$ cat config.mk
export PLATFORM = sky130hd
export DESIGN_NAME = id_ex_stage_flat
export DESIGN_NICKNAME = d
export VERILOG_FILES = /design/src/rtl/id_ex_stage_if.sv /design/src/rtl/id_ex_stage.sv /design/src/flat_wrapper.sv
export SDC_FILE = /design/constraint.sdc
export NUM_CORES = 1
export LEC_CHECK = 0
export BUFFER_PORTS_ARGS = -buffer_cell sky130_fd_sc_hd__buf_2
export CAP_MARGIN = 5
export CORE_MARGIN = 2
export CORE_UTILIZATION = 40
export DETAILED_ROUTE_END_ITERATION = 10
export PLACE_DENSITY = 0.73
export SLEW_MARGIN = 10
export SYNTH_ARGS = -nofsm -noshare
export SYNTH_HDL_FRONTEND = slang
export SYNTH_SLANG_ARGS = --single-unit
export TNS_END_PERCENT = 100
$ cat constraint.sdc
create_clock -name clk -period 2 [get_ports clk]
set_clock_uncertainty 0.05 [all_clocks]
set_input_delay 0.2 -clock clk [delete_from_list [all_inputs] [get_ports clk]]
set_output_delay 0.2 -clock clk [all_outputs]
set_load 0.1 [all_outputs]
$ cat src/rtl/id_ex_stage_if.sv
// id_ex_stage_if
//   Bundles the decode-side inputs (ds_i_*) and EX-side outputs (ds_o_*) of
//   the ID/EX pipeline register.
//   slave  : used by id_ex_stage (ds_i_* in, ds_o_* out)
//   master : used by whatever drives the decode slot (ds_i_* out, ds_o_* in)
//
//   Flow control: there is no valid/ready pair. ds_i_valid marks a real
//   instruction in the decode slot. ds_o_stall=1 means the decode slot is not
//   consumed this edge and IF/ID must present the same instruction again.
//   ds_i_hold=1 freezes this register and the bubble counter. ds_i_change_pc=1
//   discards whatever is in decode and loads a bubble.
interface id_ex_stage_if #(
    parameter int DWIDTH    = 32,
    parameter int PC_WIDTH  = 32,
    parameter int IMM_WIDTH = 16,
    parameter int AWIDTH    = 5,
    parameter int CWIDTH    = 16
) ();
    logic                 ds_i_valid;
    logic [AWIDTH-1:0]    ds_i_rs_addr;
    logic [AWIDTH-1:0]    ds_i_rt_addr;
    logic [AWIDTH-1:0]    ds_i_rd_addr;
    logic [DWIDTH-1:0]    ds_i_data_rs;
    logic [DWIDTH-1:0]    ds_i_data_rt;
    logic [IMM_WIDTH-1:0] ds_i_imm;
    logic [4:0]           ds_i_funct;
    logic                 ds_i_alu_src;
    logic [PC_WIDTH-1:0]  ds_i_pc;
    logic                 ds_i_reg_write;
    logic                 ds_i_mem_read;
    logic                 ds_i_mem_write;
    logic                 ds_i_hold;
    logic                 ds_i_change_pc;
    logic                 ds_i_exmem_reg_write;
    logic [AWIDTH-1:0]    ds_i_exmem_rd;
    logic [DWIDTH-1:0]    ds_i_exmem_value;
    logic                 ds_i_memwb_reg_write;
    logic [AWIDTH-1:0]    ds_i_memwb_rd;
    logic [DWIDTH-1:0]    ds_i_memwb_value;

    logic                 ds_o_valid;
    logic [DWIDTH-1:0]    ds_o_data_rs;
    logic [DWIDTH-1:0]    ds_o_data_rt;
    logic [IMM_WIDTH-1:0] ds_o_imm;
    logic [4:0]           ds_o_funct;
    logic                 ds_o_alu_src;
    logic [PC_WIDTH-1:0]  ds_o_pc;
    logic [AWIDTH-1:0]    ds_o_rd;
    logic                 ds_o_reg_write;
    logic                 ds_o_mem_read;
    logic                 ds_o_mem_write;
    logic                 ds_o_stall;
    logic [CWIDTH-1:0]    ds_o_bubble_cnt;

    modport slave (
        input  ds_i_valid, ds_i_rs_addr, ds_i_rt_addr, ds_i_rd_addr,
               ds_i_data_rs, ds_i_data_rt, ds_i_imm, ds_i_funct, ds_i_alu_src,
               ds_i_pc, ds_i_reg_write, ds_i_mem_read, ds_i_mem_write,
               ds_i_hold, ds_i_change_pc,
               ds_i_exmem_reg_write, ds_i_exmem_rd, ds_i_exmem_value,
               ds_i_memwb_reg_write, ds_i_memwb_rd, ds_i_memwb_value,
        output ds_o_valid, ds_o_data_rs, ds_o_data_rt, ds_o_imm, ds_o_funct,
               ds_o_alu_src, ds_o_pc, ds_o_rd, ds_o_reg_write, ds_o_mem_read,
               ds_o_mem_write, ds_o_stall, ds_o_bubble_cnt
    );

    modport master (
        output ds_i_valid, ds_i_rs_addr, ds_i_rt_addr, ds_i_rd_addr,
               ds_i_data_rs, ds_i_data_rt, ds_i_imm, ds_i_funct, ds_i_alu_src,
               ds_i_pc, ds_i_reg_write, ds_i_mem_read, ds_i_mem_write,
               ds_i_hold, ds_i_change_pc,
               ds_i_exmem_reg_write, ds_i_exmem_rd, ds_i_exmem_value,
               ds_i_memwb_reg_write, ds_i_memwb_rd, ds_i_memwb_value,
        input  ds_o_valid, ds_o_data_rs, ds_o_data_rt, ds_o_imm, ds_o_funct,
               ds_o_alu_src, ds_o_pc, ds_o_rd, ds_o_reg_write, ds_o_mem_read,
               ds_o_mem_write, ds_o_stall, ds_o_bubble_cnt
    );
endinterface

$ cat src/rtl/id_ex_stage.sv
// id_ex_stage
//   ID/EX pipeline register with load-use hazard detection, EX/MEM and
//   MEM/WB operand forwarding and a saturating count of inserted bubbles.
//   Ports:
//     clk  - clock, all state changes on the rising edge
//     rst  - synchronous active-high reset (loads a bubble, clears count)
//     ds   - id_ex_stage_if.slave: decode inputs ds_i_*, EX outputs ds_o_*
//   Each edge takes exactly one action: rst > flush > hold > stall > load.
module id_ex_stage #(
    parameter int DWIDTH    = 32,
    parameter int PC_WIDTH  = 32,
    parameter int IMM_WIDTH = 16,
    parameter int AWIDTH    = 5,
    parameter int CWIDTH    = 16
) (
    input logic          clk,
    input logic          rst,
    id_ex_stage_if.slave ds
);

    typedef struct packed {
        logic                 valid;
        logic [AWIDTH-1:0]    rs_addr;
        logic [AWIDTH-1:0]    rt_addr;
        logic [AWIDTH-1:0]    rd;
        logic [DWIDTH-1:0]    data_rs;
        logic [DWIDTH-1:0]    data_rt;
        logic [IMM_WIDTH-1:0] imm;
        logic [4:0]           funct;
        logic                 alu_src;
        logic [PC_WIDTH-1:0]  pc;
        logic                 reg_write;
        logic                 mem_read;
        logic                 mem_write;
    } ex_t;

    // Funct 31 parks the ALU; everything else in a bubble is zero.
    function automatic ex_t bubble();
        ex_t b;
        b       = '0;
        b.funct = 5'd31;
        return b;
    endfunction

    ex_t               ex_q, ex_d;
    logic [CWIDTH-1:0] bubble_cnt_q, bubble_cnt_d;
    logic              load_use;
    logic              stall;
    logic [DWIDTH-1:0] fwd_rs;
    logic [DWIDTH-1:0] fwd_rt;

    // Load-use hazard: the load in EX produces its value too late for the
    // instruction in decode. rt only counts when it is really read as a
    // register (ALU operand, or store data).
    always_comb begin
        load_use = ex_q.valid && ex_q.mem_read && (ex_q.rd != '0) &&
                   ds.ds_i_valid &&
                   ((ex_q.rd == ds.ds_i_rs_addr) ||
                    ((ex_q.rd == ds.ds_i_rt_addr) &&
                     (!ds.ds_i_alu_src || ds.ds_i_mem_write)));
        // A flush or hold owns the edge, so no stall is reported then.
        stall = load_use && !ds.ds_i_change_pc && !ds.ds_i_hold;
    end

    always_comb begin
        ex_d         = ex_q;
        bubble_cnt_d = bubble_cnt_q;
        if (ds.ds_i_change_pc || (!ds.ds_i_hold && stall)) begin
            ex_d         = bubble();
            // Saturate rather than wrap.
            bubble_cnt_d = (bubble_cnt_q == '1) ? bubble_cnt_q
                                                : bubble_cnt_q + CWIDTH'(1);
        end else if (!ds.ds_i_hold) begin
            ex_d.valid     = ds.ds_i_valid;
            ex_d.rs_addr   = ds.ds_i_rs_addr;
            ex_d.rt_addr   = ds.ds_i_rt_addr;
            ex_d.rd        = ds.ds_i_rd_addr;
            ex_d.data_rs   = ds.ds_i_data_rs;
            ex_d.data_rt   = ds.ds_i_data_rt;
            ex_d.imm       = ds.ds_i_imm;
            ex_d.funct     = ds.ds_i_funct;
            ex_d.alu_src   = ds.ds_i_alu_src;
            ex_d.pc        = ds.ds_i_pc;
            ex_d.reg_write = ds.ds_i_reg_write;
            ex_d.mem_read  = ds.ds_i_mem_read;
            ex_d.mem_write = ds.ds_i_mem_write;
        end
    end

    always_ff @(posedge clk) begin
        if (rst) begin
            ex_q         <= bubble();
            bubble_cnt_q <= '0;
        end else begin
            ex_q         <= ex_d;
            bubble_cnt_q <= bubble_cnt_d;
        end
    end

    // Forwarding: the younger EX/MEM result beats MEM/WB. Requiring rd!=0
    // keeps register 0 on its registered value.
    always_comb begin
        fwd_rs = ex_q.data_rs;
        if (ds.ds_i_exmem_reg_write && (ds.ds_i_exmem_rd != '0) &&
            (ds.ds_i_exmem_rd == ex_q.rs_addr)) begin
            fwd_rs = ds.ds_i_exmem_value;
        end else if (ds.ds_i_memwb_reg_write && (ds.ds_i_memwb_rd != '0) &&
                     (ds.ds_i_memwb_rd == ex_q.rs_addr)) begin
            fwd_rs = ds.ds_i_memwb_value;
        end

        fwd_rt = ex_q.data_rt;
        if (ds.ds_i_exmem_reg_write && (ds.ds_i_exmem_rd != '0) &&
            (ds.ds_i_exmem_rd == ex_q.rt_addr)) begin
            fwd_rt = ds.ds_i_exmem_value;
        end else if (ds.ds_i_memwb_reg_write && (ds.ds_i_memwb_rd != '0) &&
                     (ds.ds_i_memwb_rd == ex_q.rt_addr)) begin
            fwd_rt = ds.ds_i_memwb_value;
        end
    end

    assign ds.ds_o_valid      = ex_q.valid;
    assign ds.ds_o_data_rs    = fwd_rs;
    assign ds.ds_o_data_rt    = fwd_rt;
    assign ds.ds_o_imm        = ex_q.imm;
    assign ds.ds_o_funct      = ex_q.funct;
    assign ds.ds_o_alu_src    = ex_q.alu_src;
    assign ds.ds_o_pc         = ex_q.pc;
    assign ds.ds_o_rd         = ex_q.rd;
    assign ds.ds_o_reg_write  = ex_q.reg_write;
    assign ds.ds_o_mem_read   = ex_q.mem_read;
    assign ds.ds_o_mem_write  = ex_q.mem_write;
    assign ds.ds_o_stall      = stall;
    assign ds.ds_o_bubble_cnt = bubble_cnt_q;

endmodule

$ cat src/flat_wrapper.sv
// flat-port wrapper written by rule: the top's interface ports become plain ports
module id_ex_stage_flat 
#(
    parameter int DWIDTH    = 32,
    parameter int PC_WIDTH  = 32,
    parameter int IMM_WIDTH = 16,
    parameter int AWIDTH    = 5,
    parameter int CWIDTH    = 16
)
  (clk, rst, ds_ds_i_valid, ds_ds_i_rs_addr, ds_ds_i_rt_addr, ds_ds_i_rd_addr, ds_ds_i_data_rs, ds_ds_i_data_rt, ds_ds_i_imm, ds_ds_i_funct, ds_ds_i_alu_src, ds_ds_i_pc, ds_ds_i_reg_write, ds_ds_i_mem_read, ds_ds_i_mem_write, ds_ds_i_hold, ds_ds_i_change_pc, ds_ds_i_exmem_reg_write, ds_ds_i_exmem_rd, ds_ds_i_exmem_value, ds_ds_i_memwb_reg_write, ds_ds_i_memwb_rd, ds_ds_i_memwb_value, ds_ds_o_valid, ds_ds_o_data_rs, ds_ds_o_data_rt, ds_ds_o_imm, ds_ds_o_funct, ds_ds_o_alu_src, ds_ds_o_pc, ds_ds_o_rd, ds_ds_o_reg_write, ds_ds_o_mem_read, ds_ds_o_mem_write, ds_ds_o_stall, ds_ds_o_bubble_cnt);
  id_ex_stage_if #(.DWIDTH(DWIDTH), .PC_WIDTH(PC_WIDTH), .IMM_WIDTH(IMM_WIDTH), .AWIDTH(AWIDTH), .CWIDTH(CWIDTH)) ds_i ();
  input logic clk;
  input logic rst;
  input wire logic [$bits(ds_i.ds_i_valid)-1:0] ds_ds_i_valid;
  input wire logic [$bits(ds_i.ds_i_rs_addr)-1:0] ds_ds_i_rs_addr;
  input wire logic [$bits(ds_i.ds_i_rt_addr)-1:0] ds_ds_i_rt_addr;
  input wire logic [$bits(ds_i.ds_i_rd_addr)-1:0] ds_ds_i_rd_addr;
  input wire logic [$bits(ds_i.ds_i_data_rs)-1:0] ds_ds_i_data_rs;
  input wire logic [$bits(ds_i.ds_i_data_rt)-1:0] ds_ds_i_data_rt;
  input wire logic [$bits(ds_i.ds_i_imm)-1:0] ds_ds_i_imm;
  input wire logic [$bits(ds_i.ds_i_funct)-1:0] ds_ds_i_funct;
  input wire logic [$bits(ds_i.ds_i_alu_src)-1:0] ds_ds_i_alu_src;
  input wire logic [$bits(ds_i.ds_i_pc)-1:0] ds_ds_i_pc;
  input wire logic [$bits(ds_i.ds_i_reg_write)-1:0] ds_ds_i_reg_write;
  input wire logic [$bits(ds_i.ds_i_mem_read)-1:0] ds_ds_i_mem_read;
  input wire logic [$bits(ds_i.ds_i_mem_write)-1:0] ds_ds_i_mem_write;
  input wire logic [$bits(ds_i.ds_i_hold)-1:0] ds_ds_i_hold;
  input wire logic [$bits(ds_i.ds_i_change_pc)-1:0] ds_ds_i_change_pc;
  input wire logic [$bits(ds_i.ds_i_exmem_reg_write)-1:0] ds_ds_i_exmem_reg_write;
  input wire logic [$bits(ds_i.ds_i_exmem_rd)-1:0] ds_ds_i_exmem_rd;
  input wire logic [$bits(ds_i.ds_i_exmem_value)-1:0] ds_ds_i_exmem_value;
  input wire logic [$bits(ds_i.ds_i_memwb_reg_write)-1:0] ds_ds_i_memwb_reg_write;
  input wire logic [$bits(ds_i.ds_i_memwb_rd)-1:0] ds_ds_i_memwb_rd;
  input wire logic [$bits(ds_i.ds_i_memwb_value)-1:0] ds_ds_i_memwb_value;
  output wire logic [$bits(ds_i.ds_o_valid)-1:0] ds_ds_o_valid;
  output wire logic [$bits(ds_i.ds_o_data_rs)-1:0] ds_ds_o_data_rs;
  output wire logic [$bits(ds_i.ds_o_data_rt)-1:0] ds_ds_o_data_rt;
  output wire logic [$bits(ds_i.ds_o_imm)-1:0] ds_ds_o_imm;
  output wire logic [$bits(ds_i.ds_o_funct)-1:0] ds_ds_o_funct;
  output wire logic [$bits(ds_i.ds_o_alu_src)-1:0] ds_ds_o_alu_src;
  output wire logic [$bits(ds_i.ds_o_pc)-1:0] ds_ds_o_pc;
  output wire logic [$bits(ds_i.ds_o_rd)-1:0] ds_ds_o_rd;
  output wire logic [$bits(ds_i.ds_o_reg_write)-1:0] ds_ds_o_reg_write;
  output wire logic [$bits(ds_i.ds_o_mem_read)-1:0] ds_ds_o_mem_read;
  output wire logic [$bits(ds_i.ds_o_mem_write)-1:0] ds_ds_o_mem_write;
  output wire logic [$bits(ds_i.ds_o_stall)-1:0] ds_ds_o_stall;
  output wire logic [$bits(ds_i.ds_o_bubble_cnt)-1:0] ds_ds_o_bubble_cnt;
  assign ds_i.ds_i_valid = ds_ds_i_valid;
  assign ds_i.ds_i_rs_addr = ds_ds_i_rs_addr;
  assign ds_i.ds_i_rt_addr = ds_ds_i_rt_addr;
  assign ds_i.ds_i_rd_addr = ds_ds_i_rd_addr;
  assign ds_i.ds_i_data_rs = ds_ds_i_data_rs;
  assign ds_i.ds_i_data_rt = ds_ds_i_data_rt;
  assign ds_i.ds_i_imm = ds_ds_i_imm;
  assign ds_i.ds_i_funct = ds_ds_i_funct;
  assign ds_i.ds_i_alu_src = ds_ds_i_alu_src;
  assign ds_i.ds_i_pc = ds_ds_i_pc;
  assign ds_i.ds_i_reg_write = ds_ds_i_reg_write;
  assign ds_i.ds_i_mem_read = ds_ds_i_mem_read;
  assign ds_i.ds_i_mem_write = ds_ds_i_mem_write;
  assign ds_i.ds_i_hold = ds_ds_i_hold;
  assign ds_i.ds_i_change_pc = ds_ds_i_change_pc;
  assign ds_i.ds_i_exmem_reg_write = ds_ds_i_exmem_reg_write;
  assign ds_i.ds_i_exmem_rd = ds_ds_i_exmem_rd;
  assign ds_i.ds_i_exmem_value = ds_ds_i_exmem_value;
  assign ds_i.ds_i_memwb_reg_write = ds_ds_i_memwb_reg_write;
  assign ds_i.ds_i_memwb_rd = ds_ds_i_memwb_rd;
  assign ds_i.ds_i_memwb_value = ds_ds_i_memwb_value;
  assign ds_ds_o_valid = ds_i.ds_o_valid;
  assign ds_ds_o_data_rs = ds_i.ds_o_data_rs;
  assign ds_ds_o_data_rt = ds_i.ds_o_data_rt;
  assign ds_ds_o_imm = ds_i.ds_o_imm;
  assign ds_ds_o_funct = ds_i.ds_o_funct;
  assign ds_ds_o_alu_src = ds_i.ds_o_alu_src;
  assign ds_ds_o_pc = ds_i.ds_o_pc;
  assign ds_ds_o_rd = ds_i.ds_o_rd;
  assign ds_ds_o_reg_write = ds_i.ds_o_reg_write;
  assign ds_ds_o_mem_read = ds_i.ds_o_mem_read;
  assign ds_ds_o_mem_write = ds_i.ds_o_mem_write;
  assign ds_ds_o_stall = ds_i.ds_o_stall;
  assign ds_ds_o_bubble_cnt = ds_i.ds_o_bubble_cnt;
  id_ex_stage #(.DWIDTH(DWIDTH), .PC_WIDTH(PC_WIDTH), .IMM_WIDTH(IMM_WIDTH), .AWIDTH(AWIDTH), .CWIDTH(CWIDTH)) u_core (.clk(clk), .rst(rst), .ds(ds_i));
endmodule
==> reports/qor.csv, run 1 <==
stage;metric;value;unit
worst_hold_path;Min-Delay Endpoint;u_core.ds.ds_o_valid;
detailed_routing;routed vias/inst;6.17;
clocking;worst skew pair latency;0.43;ns
timing;Setup Viol. Count Final;216;
power_and_ir_drop;Comb pwr share;0.320;
power_and_ir_drop;clock power share;0.350;
grt;vias in the first global route;10101;
worst_setup_path;CP peak stage delay;0.34;ns
placed_design;I/O Buffers;360;
grt;gr usage total;0.375;
grt;global-route wire length before repair;58.0;mm
detailed_routing;DRC viols;0;
clocking;H-tree depth;4;
worst_setup_path;Max FO, Critical Path;10;
worst_setup_path;RR Startpoint;u_core.ds.ds_o_rd[0];
logic_synthesis;syn_area_per_cell;8.89;um2
run_status;failing checks;setup timing;
clocking;# clock sinks;153;
worst_setup_path;CP startpoint kind;register;
placed_design;RD Place Congestion;0.882;
worst_setup_path;Setup crit start;u_core.ex_q[133];
timing;Setup TNS;-64.75;ns
timing;RSZ-0062 raised after global routing;true;
timing;Final WS setup;-0.966;ns
detailed_routing;Vias;10656;
die;Die Ht;143;um
logic_synthesis;Netlist Area Pre-Place;7770;um2
grt;GRT overflow;0;
worst_setup_path;Setup crit end kind;primary output;
worst_setup_path;r2r setup slk;-0.35;ns
power_and_ir_drop;IR drop worst, VDD;0.000633;V
die;Die X;143;um
die;Core Area;18900;um2
final_layout;commonest non-fill, non-tap cell in the layout;buf_2;
timing;period utilization;1.48;
grt;initial antenna violation count;14;
clocking;Clk pin slew, worst setup/hold paths;0.08;ns
worst_hold_path;Hold WC Path Type;input pin to register;
worst_setup_path;R2R cell count;7;
power_and_ir_drop;NetSw;0.00374;W
power_and_ir_drop;pwr dens;559;nW/um2
final_layout;Storage cell area;3140;um2
detailed_routing;Total Routed Length;56.6;mm
worst_setup_path;critical path's most frequent cell;buf_12;
grt;largest net degree at the start of global routing;53;
power_and_ir_drop;sequential power share;0.330;
placed_design;detailed placer's ending HPWL;19.7;mm
worst_setup_path;WP data required;1.75;ns
die;row count;50;
final_layout;layout cell share with drive strength beyond 1;0.655;
worst_hold_path;Hold Crit Start;ds_ds_i_hold;
timing;hold_ws;0.0225;ns
die;Initial Util;0.411;
die;die area;20500;um2
logic_synthesis;Cells after Synth;874;
die;I/O pin cnt;361;
logic_synthesis;syn nets;1092;
detailed_routing;Detail Route Antenna Nets;0;
worst_setup_path;crit path kind;register to primary output;
worst_hold_path;hold depth;3;
final_layout;area of the multi-input gates;7020;um2
timing;Period minus WS final;2.97;ns
worst_setup_path;worst path arrival time;2.72;ns
clocking;cts bufs inserted;17;
final_layout;commonest non-fill, non-tap cells in the layout;293 x buf_2, 140 x mux2i_1, 122 x dlygate4sd3_1, 120 x dfxtp_1, 117 x nor2_4;
final_layout;Final Instance Area;17500;um2
clocking;Root Driver;clkbuf_16;
worst_setup_path;CP cell instances;buf_4, xnor2_2, nand3_2, nor4_4, buf_6, buf_12, buf_12, nand2_1, o21ai_4, buf_12;
logic_synthesis;post-synthesis sequential area ratio;0.394;
timing;Slew @ Worst Pin;0.981;ns
final_layout;Area Growth Syn to Fin;126;%
clocking;CTS tree;yes;
power_and_ir_drop;LEAKAGE;7.27;nW
logic_synthesis;Ys Warns;0;
power_and_ir_drop;Switching Share;0.382;
final_layout;fillers;595;
placed_design;Cell Area, Placed;11800;um2
run;Max Cap Violations;0;
worst_setup_path;slowest library cell on the worst path;dfxtp_2;
power_and_ir_drop;internal power;0.00606;W
timing;final hold viol count;0;
clocking;Clock Tree Buf Depth;2;
detailed_routing;Pre-antenna DRT Iters;7;
timing;max-slew violation count;0;
final_layout;Layout Nets;1655;
run_status;status;complete, but fails checks;
timing;Fmax achieved;337;MHz
detailed_routing;WL/cell;32.8;um
worst_setup_path;R2R Path End;u_core.ex_q[100];
logic_synthesis;count of state elements after synthesis;153;
detailed_routing;DRT iter0 DRCs;1091;
placed_design;dpl ws;-0.370;ns
timing;Slew headroom;0.346;
logic_synthesis;Netlist cell types;35;
==> logic make-up (layout without fill, tap and decap cells) <==
kind of cell    count (synthesis)  count (layout)  synth area share
xor+xnor                       30              30            0.0338
mux                           205             205             0.265
flops                         153             153             0.394
fa+ha+maj                       1               1           0.00161
simple gates                  277             280             0.154
other cells                     0              16                 0
buf+inv                       115             687            0.0876
compound gates                 93              94            0.0641
==> sequential cells by signal, summed over array words and instances (netlist names) <==
register,count
u_core.ds.ds_o_pc,32
u_core.ds.ds_o_valid,1
u_core.ds.ds_o_mem_write,1
u_core.ds.ds_o_imm,16
u_core.ds.ds_o_mem_read,1
u_core.ds.ds_o_alu_src,1
u_core.ds.ds_o_bubble_cnt,16
u_core.ds.ds_o_reg_write,1
u_core.ex_q,74
u_core.ds.ds_o_rd,5
u_core.ds.ds_o_funct,5
==> worst max-delay path: cells and delay by family (launching register included) <==
| family | cells | cell delay [ns] |
|---|---|---|
| xor gates and xnor gates | 1 | 0.14 |
| AOI/OAI and AO/OA | 1 | 0.26 |
| buffers and inverters | 5 | 0.87 |
| DFF | 1 | 0.34 |
| and+or+nand+nor | 3 | 0.66 |
==> cell type report <==
cell class,instances,area share
Multi-Input combinational cell,610,0.400
Timing Repair Buffer,651,0.364
Sequential cell,153,0.179
Clock buffer,18,0.0257
Tap cell,260,0.0185
Clock inverter,14,0.00877
Antenna cell,16,0.00228
Inverter,4,0.000856
==> stage by stage <==
step	util	std cells	power [W]
final	0.928	1726	0.00981
after global routing	0.927	1719	0.00993
after CTS	0.817	1679	0.00894
after detailed placement	0.627	1480	0.00534
after global placement	0.627	1480	0.00531
after floorplan	-	874	0.00461
==> synthesized netlist by cell type <==
master | instances | area (um2)
mux2i_1 | 201 | 2010
dfxtp_1 | 153 | 3060
nor2_1 | 143 | 537
nand2_1 | 76 | 285
o21ai_0 | 69 | 345
buf_4 | 59 | 443
clkbuf_1 | 35 | 131
nand3_1 | 19 | 95.1
xor2_1 | 18 | 158
buf_2 | 16 | 80.1
xnor2_1 | 12 | 105
a21oi_1 | 10 | 50.1
or4_1 | 9 | 67.6
nor3_1 | 5 | 25.0
nor4_1 | 5 | 31.3
or3_1 | 5 | 31.3
inv_1 | 4 | 15.0
mux2_2 | 4 | 45.0
nor4_2 | 4 | 50.1
nand2b_1 | 3 | 18.8
nor2b_1 | 3 | 18.8
o21ai_1 | 3 | 15.0
o31ai_1 | 3 | 22.5
and3_1 | 2 | 12.5
nand4_1 | 2 | 12.5
o21bai_1 | 2 | 15.0
a22oi_1 | 1 | 7.51
buf_6 | 1 | 11.3
ha_1 | 1 | 12.5
nor4b_1 | 1 | 8.76
o211a_1 | 1 | 10.0
o21a_1 | 1 | 7.51
o21ba_2 | 1 | 10.0
o22ai_1 | 1 | 6.26
o31a_1 | 1 | 8.76
==> routing by layer <==
| metal | wire [um] | global-route usage | share of wire | up-vias |
|---|---|---|---|---|
| li1 | - | - | - | 4112 |
| met1 | 17400 | 0.386 | 0.31 | 4949 |
| met2 | 24500 | 0.636 | 0.43 | 1089 |
| met3 | 8260 | 0.124 | 0.15 | 494 |
| met4 | 6280 | 0.281 | 0.11 | 12 |
| met5 | 151 | 0 | 0.0027 | - |
==> repair_timing <==
action / CTS / global route
hold buffers: 122 / 0
endpoints found under the hold margin: 122 / 0
cloned: 18 / 18
setup endpoints to repair: 210 / 211
pin swaps: 54 / 180
resized for setup: 224 / 385
buffers inserted: 34 / 21
==> power groups by stage <==
stage | Clock [W] | Combinational [W] | Sequential, W
5_1_grt | 0.00351 | 0.00319 | 0.00324
3_5_place_dp | 0 | 0.00208 | 0.00326
4_1_cts | 0.00328 | 0.00247 | 0.00320
3_3_place_gp | 0 | 0.00206 | 0.00325
6_report | 0.00343 | 0.00314 | 0.00324
2_1_floorplan | 0 | 0.00132 | 0.00329
==> worst max path at each step <==
stage | to | slack, ns
5_1_grt | ds_ds_o_data_rs[21] | -0.96
2_1_floorplan | ds_ds_o_data_rt[18] | -1.75
3_3_place_gp | ds_ds_o_data_rt[19] | -0.36
3_5_place_dp | ds_ds_o_data_rt[19] | -0.37
6_report | ds_ds_o_data_rs[21] | -0.97
4_1_cts | ds_ds_o_data_rs[21] | -0.55
Note: power is estimated with default switching activity, not from simulation.
==> run 2: changes to the inputs <==
--- a/config.mk
+++ b/config.mk
@@ -11,5 +11,7 @@
 export CORE_UTILIZATION = 40
 export DETAILED_ROUTE_END_ITERATION = 10
+export GPL_ROUTABILITY_DRIVEN = 0
 export PLACE_DENSITY = 0.73
+export SKIP_LAST_GASP = 1
 export SLEW_MARGIN = 10
 export SYNTH_ARGS = -nofsm -noshare
==> constraint.sdc (replaced) <==
create_clock -name clk -period 2 [get_ports clk]
set_clock_uncertainty 0.05 [all_clocks]
set_input_delay 0.2 -clock clk [delete_from_list [all_inputs] [get_ports clk]]
set_output_delay 0.2 -clock clk [all_outputs]
set_load 0.005 [all_outputs]
==> run 2 against run 1 <==
Net effect:
- the flow still finishes with violations (setup timing)
- sequential power about the same
- core utilization fell by 18 points
- count of clock-buffer cells in the layout grew 2
- final cell count down 2.8%
- critical path depth is 1 lower
- setup slack improved by 0.19 ns
- global-route usage decreased by 8.8 points
- via count down 15%
- sequential share of layout area increased by 3.8 points
- non-clock buffer count fell by 31
- cell area decreased by 19%
==> reports/qor.csv, run 2 (synthesis results as in run 1) <==
stage;metric;value;unit;change
placed_design;Cell Area, Placed;10000;um2;-15%
timing;Final WS setup;-0.778;ns;+0.188 ns
final_layout;Largest Register;u_core.ex_q;;
power_and_ir_drop;IR drop worst, VDD;0.000574;V;-9.4%
die;Die Ht;143;um;unchanged
worst_setup_path;RR Startpoint;u_core.ds.ds_o_rd[2];;
detailed_routing;WL/cell;22.2;um;-32%
detailed_routing;routed vias/inst;5.39;;-13%
power_and_ir_drop;NetSw;0.00235;W;-37%
worst_setup_path;R2R Path End;u_core.ds.ds_o_bubble_cnt[3];;
grt;vias in the first global route;8721;;-14%
power_and_ir_drop;LEAKAGE;6.34;nW;-13%
worst_setup_path;Max FO, Critical Path;5;;-5
power_and_ir_drop;Comb pwr share;0.207;;-0.113
final_layout;layout cell share with drive strength beyond 1;0.527;;-0.128
clocking;cts bufs inserted;17;;unchanged
power_and_ir_drop;internal power;0.00605;W;-0.26%
worst_setup_path;family with the most delay on the worst path;buffers and inverters;;
detailed_routing;DRT iter0 DRCs;399;;-63%
timing;Setup Viol. Count Final;203;;-6.0%
detailed_routing;DRC viols;0;;unchanged
final_layout;Final Instance Area;14200;um2;-19%
worst_hold_path;Min-Delay Endpoint;u_core.ex_q[135];;
clocking;# clock sinks;153;;unchanged
worst_setup_path;crit path kind;register to primary output;;
detailed_routing;Pre-antenna DRT Iters;4;;-3
worst_setup_path;CP peak stage delay;0.41;ns;+0.07 ns
timing;RSZ-0062 raised after global routing;true;;
final_layout;max reg flops;74;;unchanged
power_and_ir_drop;sequential power share;0.383;;+0.053
power_and_ir_drop;Switching Share;0.280;;-0.102
worst_hold_path;Hold WC Path Type;input pin to register;;
worst_setup_path;CP startpoint kind;register;;
detailed_routing;Vias;9051;;-15%
timing;max-slew violation count;0;;unchanged
grt;largest net degree at the start of global routing;79;;+49%
worst_setup_path;slowest library cell on the worst path;o21ai_1;;
worst_hold_path;Hold Crit Start;ds_ds_i_rs_addr[4];;
final_layout;commonest non-fill, non-tap cells in the layout;359 x buf_2, 178 x mux2i_1, 144 x dfxtp_1, 114 x dlygate4sd3_1, 97 x nor2_4;;
die;Initial Util;0.411;;unchanged
timing;Fmax achieved;360;MHz;+6.8%
clocking;worst skew pair latency;0.43;ns;about the same
worst_setup_path;CP cell instances;xnor2_2, nand3_2, nor4_4, buf_4, clkbuf_16, buf_6, mux2i_1, o21ai_1, buf_2;;
die;row count;50;;unchanged
die;Die X;143;um;unchanged
clocking;Clock Tree Buf Depth;2;;unchanged
run_status;failing checks;setup timing;;
run;Max Cap Violations;0;;unchanged
run_status;status;complete, but fails checks;;
final_layout;Area Growth Syn to Fin;83.2;%;
timing;period utilization;1.39;;-0.0940
grt;GRT overflow;0;;unchanged
detailed_routing;Total Routed Length;37.2;mm;-34%
detailed_routing;Detail Route Antenna Nets;0;;unchanged
die;die area;20500;um2;unchanged
final_layout;commonest non-fill, non-tap cell in the layout;buf_2;;
placed_design;detailed placer's ending HPWL;18.7;mm;-5.0%
grt;global-route wire length before repair;45.3;mm;-22%
worst_setup_path;r2r setup slk;-0.22;ns;+0.13 ns
clocking;Root Driver;clkbuf_16;;
placed_design;I/O Buffers;360;;unchanged
grt;initial antenna violation count;5;;-9
clocking;CTS tree;yes;;
final_layout;Layout Nets;1621;;-2.1%
die;Core Area;18900;um2;unchanged
grt;gr usage total;0.287;;-0.0880
power_and_ir_drop;pwr dens;590;nW/um2;+5.6%
worst_hold_path;hold depth;3;;unchanged
timing;final hold viol count;0;;unchanged
worst_setup_path;R2R cell count;7;;unchanged
clocking;Clk pin slew, worst setup/hold paths;0.07;ns;about the same
clocking;H-tree depth;4;;unchanged
timing;Slew headroom;0.295;;-0.0508
worst_setup_path;worst path arrival time;2.53;ns;-0.19 ns
timing;Period minus WS final;2.78;ns;-0.188 ns
timing;Slew @ Worst Pin;1.06;ns;+0.0762 ns
worst_setup_path;WP data required;1.75;ns;about the same
die;I/O pin cnt;361;;unchanged
worst_setup_path;crit path buf inv count;4;;-1
final_layout;Non-Filler Instances;1678;;-2.8%
worst_setup_path;Setup crit end kind;primary output;;
placed_design;placed instance count;1464;;-1.1%
power_and_ir_drop;clock power share;0.410;;+0.060
## run 2: cell count changes in the layout (fill, tap and decap cells not counted), moves of 27 or more
cell | before | now
o21ai_4 | 56 | 1
buf_2 | 293 | 359
mux2i_1 | 140 | 178
nand2_1 | 42 | 69
buf_12 | 95 | 18
mux2i_4 | 54 | 9
o21ai_1 | 2 | 58
## run 2: metal layers
| layer | up-vias | track usage | part of all wire |
|---|---|---|---|
| li1 | 4015 | - | - |
| met1 | 4284 | 0.304 | 0.34 |
| met2 | 565 | 0.529 | 0.50 |
| met3 | 181 | 0.0670 | 0.095 |
| met4 | 6 | 0.150 | 0.063 |
| met5 | - | 0 | 0.00094 |
## run 2: timing repair
action                                  4_1_cts  5_1_grt
cloned                                       16       10
hold buffers                                114        0
resized for setup                           143      309
pin swaps                                    93       88
hold endpoints to repair                    114        0
endpoints found under the setup margin      212      206
setup buffers                                31       21
## run 2: stage by stage
step / setup TNS (ns) / power [W] / worst slack [ns] / hold WS [ns] / util
2_1_floorplan: -0.0201 / 0.00376 / -0.0201 / 0.292 / -
3_3_place_gp: -18.13 / 0.00424 / -0.410 / 0.377 / 0.531
3_5_place_dp: -19.86 / 0.00426 / -0.460 / 0.386 / 0.531
4_1_cts: -36.88 / 0.00803 / -0.497 / 0.000168 / 0.682
5_1_grt: -52.86 / 0.00862 / -0.854 / 0.0210 / 0.753
6_report: -41.20 / 0.00840 / -0.778 / 0.0298 / 0.753
## run 2: power groups by stage
stage | registers, W | logic, W | clock network [W]
after floorplan | 0.00325 | 0.000510 | 0
after global placement | 0.00326 | 0.000976 | 0
after detailed placement | 0.00327 | 0.000997 | 0
after CTS | 0.00320 | 0.00140 | 0.00342
after global routing | 0.00322 | 0.00181 | 0.00359
final | 0.00322 | 0.00174 | 0.00345
## run 2: worst register-to-register path: stages (launching register included)
cell and delay (ns):
dfxtp_4 0.37, xor2_2 0.16, nor4_2 0.35, a22oi_2 0.13
o21ba_4 0.31, buf_4 0.16, nor4b_4 0.27, mux2_4 0.32
## run 2: area by class of cell
type	count	area, um2
Fill cell	1150	4670
Clock inverter	12	164
Multi-Input combinational cell	607	5400
Clock buffer	20	447
Antenna cell	2	5.00
Inverter	4	15.0
Sequential cell	153	3080
Tap cell	260	325
Timing Repair Buffer	620	4790
## run 2: worst max path at each step
stage	depth (start not counted)	end	from	slack, ns
6_report	9	ds_ds_o_data_rt[8]	u_core.ex_q[130]	-0.78
5_1_grt	9	ds_ds_o_data_rt[8]	u_core.ex_q[130]	-0.85
4_1_cts	10	ds_ds_o_data_rs[22]	u_core.ex_q[134]	-0.50
3_5_place_dp	8	ds_ds_o_data_rs[13]	ds_ds_i_exmem_rd[4]	-0.46
3_3_place_gp	9	ds_ds_o_data_rs[13]	ds_ds_i_exmem_rd[4]	-0.41
2_1_floorplan	7	u_core.ds.ds_o_bubble_cnt[10]	u_core.ds.ds_o_rd[3]	-0.02
==> run 3: changes to the inputs <==
CELL_PAD_IN_SITES_DETAIL_PLACEMENT = 0   (was default)
CELL_PAD_IN_SITES_GLOBAL_PLACEMENT = 1   (was default)
CORE_UTILIZATION = 30   (was 40)
PLACE_DENSITY = 0.84   (was 0.73)
==> run 3 against run 2 <==
Net effect:
- largest power group unchanged
- register-to-register slack about the same
- setup slack improved by 0.28 ns
- critical path depth unchanged
- routed wire length down 9.2%
- core utilization decreased by 17 points
- count of clock-buffer cells in the layout shrank 2
- first-iteration DRC count rose by 26%
- sequential cell count is the same
- fmax rose by 11%
- clock power is 6.7% lower
- the flow still finishes with violations (setup timing)
- sequential share of layout area decreased by 0.64 points
- via count fell by 5.5%
==> reports/qor.csv, run 3 (synthesis results as in run 1) <==
stage;metric;value;unit;change
final_layout;Layout Nets;1629;;+0.49%
worst_hold_path;Hold WC Path Type;input pin to register;;
timing;hold_ws;0.0282;ns;-0.00162 ns
grt;met1 usage;0.241;;-0.0629
timing;Final WS setup;-0.500;ns;+0.278 ns
worst_setup_path;worst path arrival time;2.25;ns;-0.28 ns
power_and_ir_drop;IR drop worst, VDD;0.000523;V;-8.8%
clocking;CTS tree;yes;;
final_layout;Final Instance Area;14700;um2;+3.1%
final_layout;commonest non-fill, non-tap cells in the layout;358 x buf_2, 193 x mux2i_1, 142 x dfxtp_1, 118 x dlygate4sd3_1, 103 x nor2_4;;
die;die area;27200;um2;+32%
worst_setup_path;crit path buf inv count;4;;unchanged
placed_design;detailed placer's ending HPWL;18.3;mm;-2.2%
timing;Period minus WS final;2.50;ns;-0.278 ns
clocking;H-tree depth;4;;unchanged
detailed_routing;Vias;8552;;-5.5%
run_status;failing checks;setup timing;;
worst_setup_path;Max FO, Critical Path;7;;+2
placed_design;I/O Buffers;360;;unchanged
die;I/O pin cnt;361;;unchanged
timing;Fmax achieved;400;MHz;+11%
detailed_routing;WL/cell;19.2;um;-13%
worst_setup_path;crit path kind;register to primary output;;
grt;grt peak-use layer;met2;;
grt;GRT overflow;0;;unchanged
die;Die X;165;um;+15%
clocking;Clk pin slew, worst setup/hold paths;0.07;ns;about the same
worst_setup_path;CP cell instances;xnor2_1, nand3_2, nor4_4, buf_12, buf_8, buf_16, mux2i_1, o21ai_1, buf_2;;
grt;GR Util met2;0.396;;-0.134
final_layout;layout cell share with drive strength beyond 1;0.530;;+0.00336
placed_design;Cell Area, Placed;10000;um2;-0.32%
timing;RSZ-0062 raised after global routing;true;;
die;Initial Util;0.307;;-0.104
power_and_ir_drop;LEAKAGE;6.45;nW;+1.7%
worst_setup_path;slowest library cell on the worst path;dfxtp_2;;
power_and_ir_drop;Comb pwr share;0.211;;+0.004
worst_setup_path;CP startpoint kind;register;;
worst_setup_path;Setup crit end kind;primary output;;
timing;Setup Viol. Count Final;204;;+0.49%
detailed_routing;DRC viols;0;;unchanged
final_layout;max reg flops;74;;unchanged
detailed_routing;Total Routed Length;33.8;mm;-9.2%
final_layout;final core occ;0.579;;-0.174
die;row count;58;;+16%
final_layout;Largest Register;u_core.ex_q;;
timing;final hold viol count;0;;unchanged
detailed_routing;DRT iter0 DRCs;504;;+26%
detailed_routing;routed vias/inst;4.87;;-9.8%
grt;initial antenna violation count;2;;-3
clocking;cts bufs inserted;17;;unchanged
power_and_ir_drop;Switching Share;0.288;;+0.00754
clocking;# clock sinks;153;;unchanged
power_and_ir_drop;pwr dens;555;nW/um2;-6.0%
clocking;Root Driver;clkbuf_16;;
run_status;status;complete, but fails checks;;
run;Max Cap Violations;0;;unchanged
grt;met3 usage;0.0517;;-0.0152
die;Core Area;25300;um2;+34%
timing;Slew @ Worst Pin;1.04;ns;-0.0205 ns
grt;gr usage total;0.216;;-0.0709
worst_setup_path;CP peak stage delay;0.33;ns;-0.08 ns
grt;largest net degree at the start of global routing;135;;+71%
power_and_ir_drop;clock power share;0.396;;-0.014
worst_setup_path;WP data required;1.75;ns;about the same
power_and_ir_drop;NetSw;0.00234;W;-0.39%
timing;period utilization;1.25;;-0.139
worst_setup_path;family with the most delay on the worst path;buffers and inverters;;
timing;max-slew violation count;0;;unchanged
final_layout;Area Growth Syn to Fin;88.9;%;
final_layout;commonest non-fill, non-tap cell in the layout;buf_2;;
die;Die Ht;165;um;+15%
power_and_ir_drop;sequential power share;0.393;;+0.010
timing;Slew headroom;0.309;;+0.0137
clocking;Clock Tree Buf Depth;2;;unchanged
grt;global-route wire length before repair;44.6;mm;-1.4%
clocking;worst skew pair latency;0.42;ns;about the same
detailed_routing;Detail Route Antenna Nets;0;;unchanged
detailed_routing;Pre-antenna DRT Iters;7;;+3
grt;vias in the first global route;8341;;-4.4%
power_and_ir_drop;internal power;0.00580;W;-4.0%
-- run 3: cell count changes in the layout (fill, tap and decap cells not counted), moves of 6 or more --
cell,delta
mux2i_4,-7
mux2i_2,-8
o21ai_2,+6
nor2_4,+6
buf_16,+13
nor2_1,-12
buf_4,-21
buf_6,+8
mux2i_1,+15
nor2_2,+6
-- run 3: routing by layer --
layer	vias to the layer above	wire (um)
li1	4031	-
met1	4080	13100
met2	388	17600
met3	53	2250
met4	0	897
met5	-	0
-- run 3: final timing paths --
path	cells after the start	startpoint	endpoint	slack, ns
max reg2reg	8	u_core.ds.ds_o_rd[3]	u_core.ds.ds_o_pc[20]	-0.21
max	9	u_core.ex_q[127]	ds_ds_o_data_rt[27]	-0.50
min reg2reg	2	u_core.ds.ds_o_valid	u_core.ds.ds_o_valid	0.45
min	3	ds_ds_i_pc[0]	u_core.ds.ds_o_pc[0]	0.03
-- run 3: tightest hold or removal path, delay by kind of cell --
| family | cells | cell delay, ns |
|---|---|---|
| and+or+nand+nor | 1 | 0.10 |
| muxes | 1 | 0.09 |
| buffers and inverters | 1 | 0.08 |
-- run 3: what timing repair did --
action                                  in CTS  in global routing
gates resized for setup                    165                323
endpoints found under the setup margin     216                218
setup buffers                               42                 15
gates cloned                                26                 11
hold buffers                               118                  0
pin swaps                                   91                117
hold endpoints to repair                   118                  0
-- run 3: power groups by stage --
stage / combinational [W] / clock [W] / sequential, W
floorplan: 0.000510 / 0 / 0.00325
global placement: 0.000976 / 0 / 0.00326
detailed placement: 0.000989 / 0 / 0.00326
CTS: 0.00143 / 0.00331 / 0.00320
global route: 0.00182 / 0.00344 / 0.00321
finish: 0.00172 / 0.00322 / 0.00320
-- run 3: per-stage QoR --
stage          total power [W]  worst slack, ns  std cells  setup TNS [ns]
2_1_floorplan          0.00376          -0.0201        874         -0.0201
3_3_place_gp           0.00424           -0.662       1525          -39.41
3_5_place_dp           0.00425           -0.701       1525          -48.42
4_1_cts                0.00793           -0.478       1738          -36.92
5_1_grt                0.00847           -0.582       1756          -58.84
6_report               0.00815           -0.500       1757          -43.75
-- run 3: layout make-up --
cell class | instances | area [um2]
diodes | 3 | 7.51
fillers | 2093 | 10700
inverters | 4 | 15.0
multi-input cells | 607 | 5370
clock buffers | 18 | 429
well taps | 330 | 413
clock inverters | 14 | 136
flip-flops and latches | 153 | 3090
repair buffers | 628 | 5220
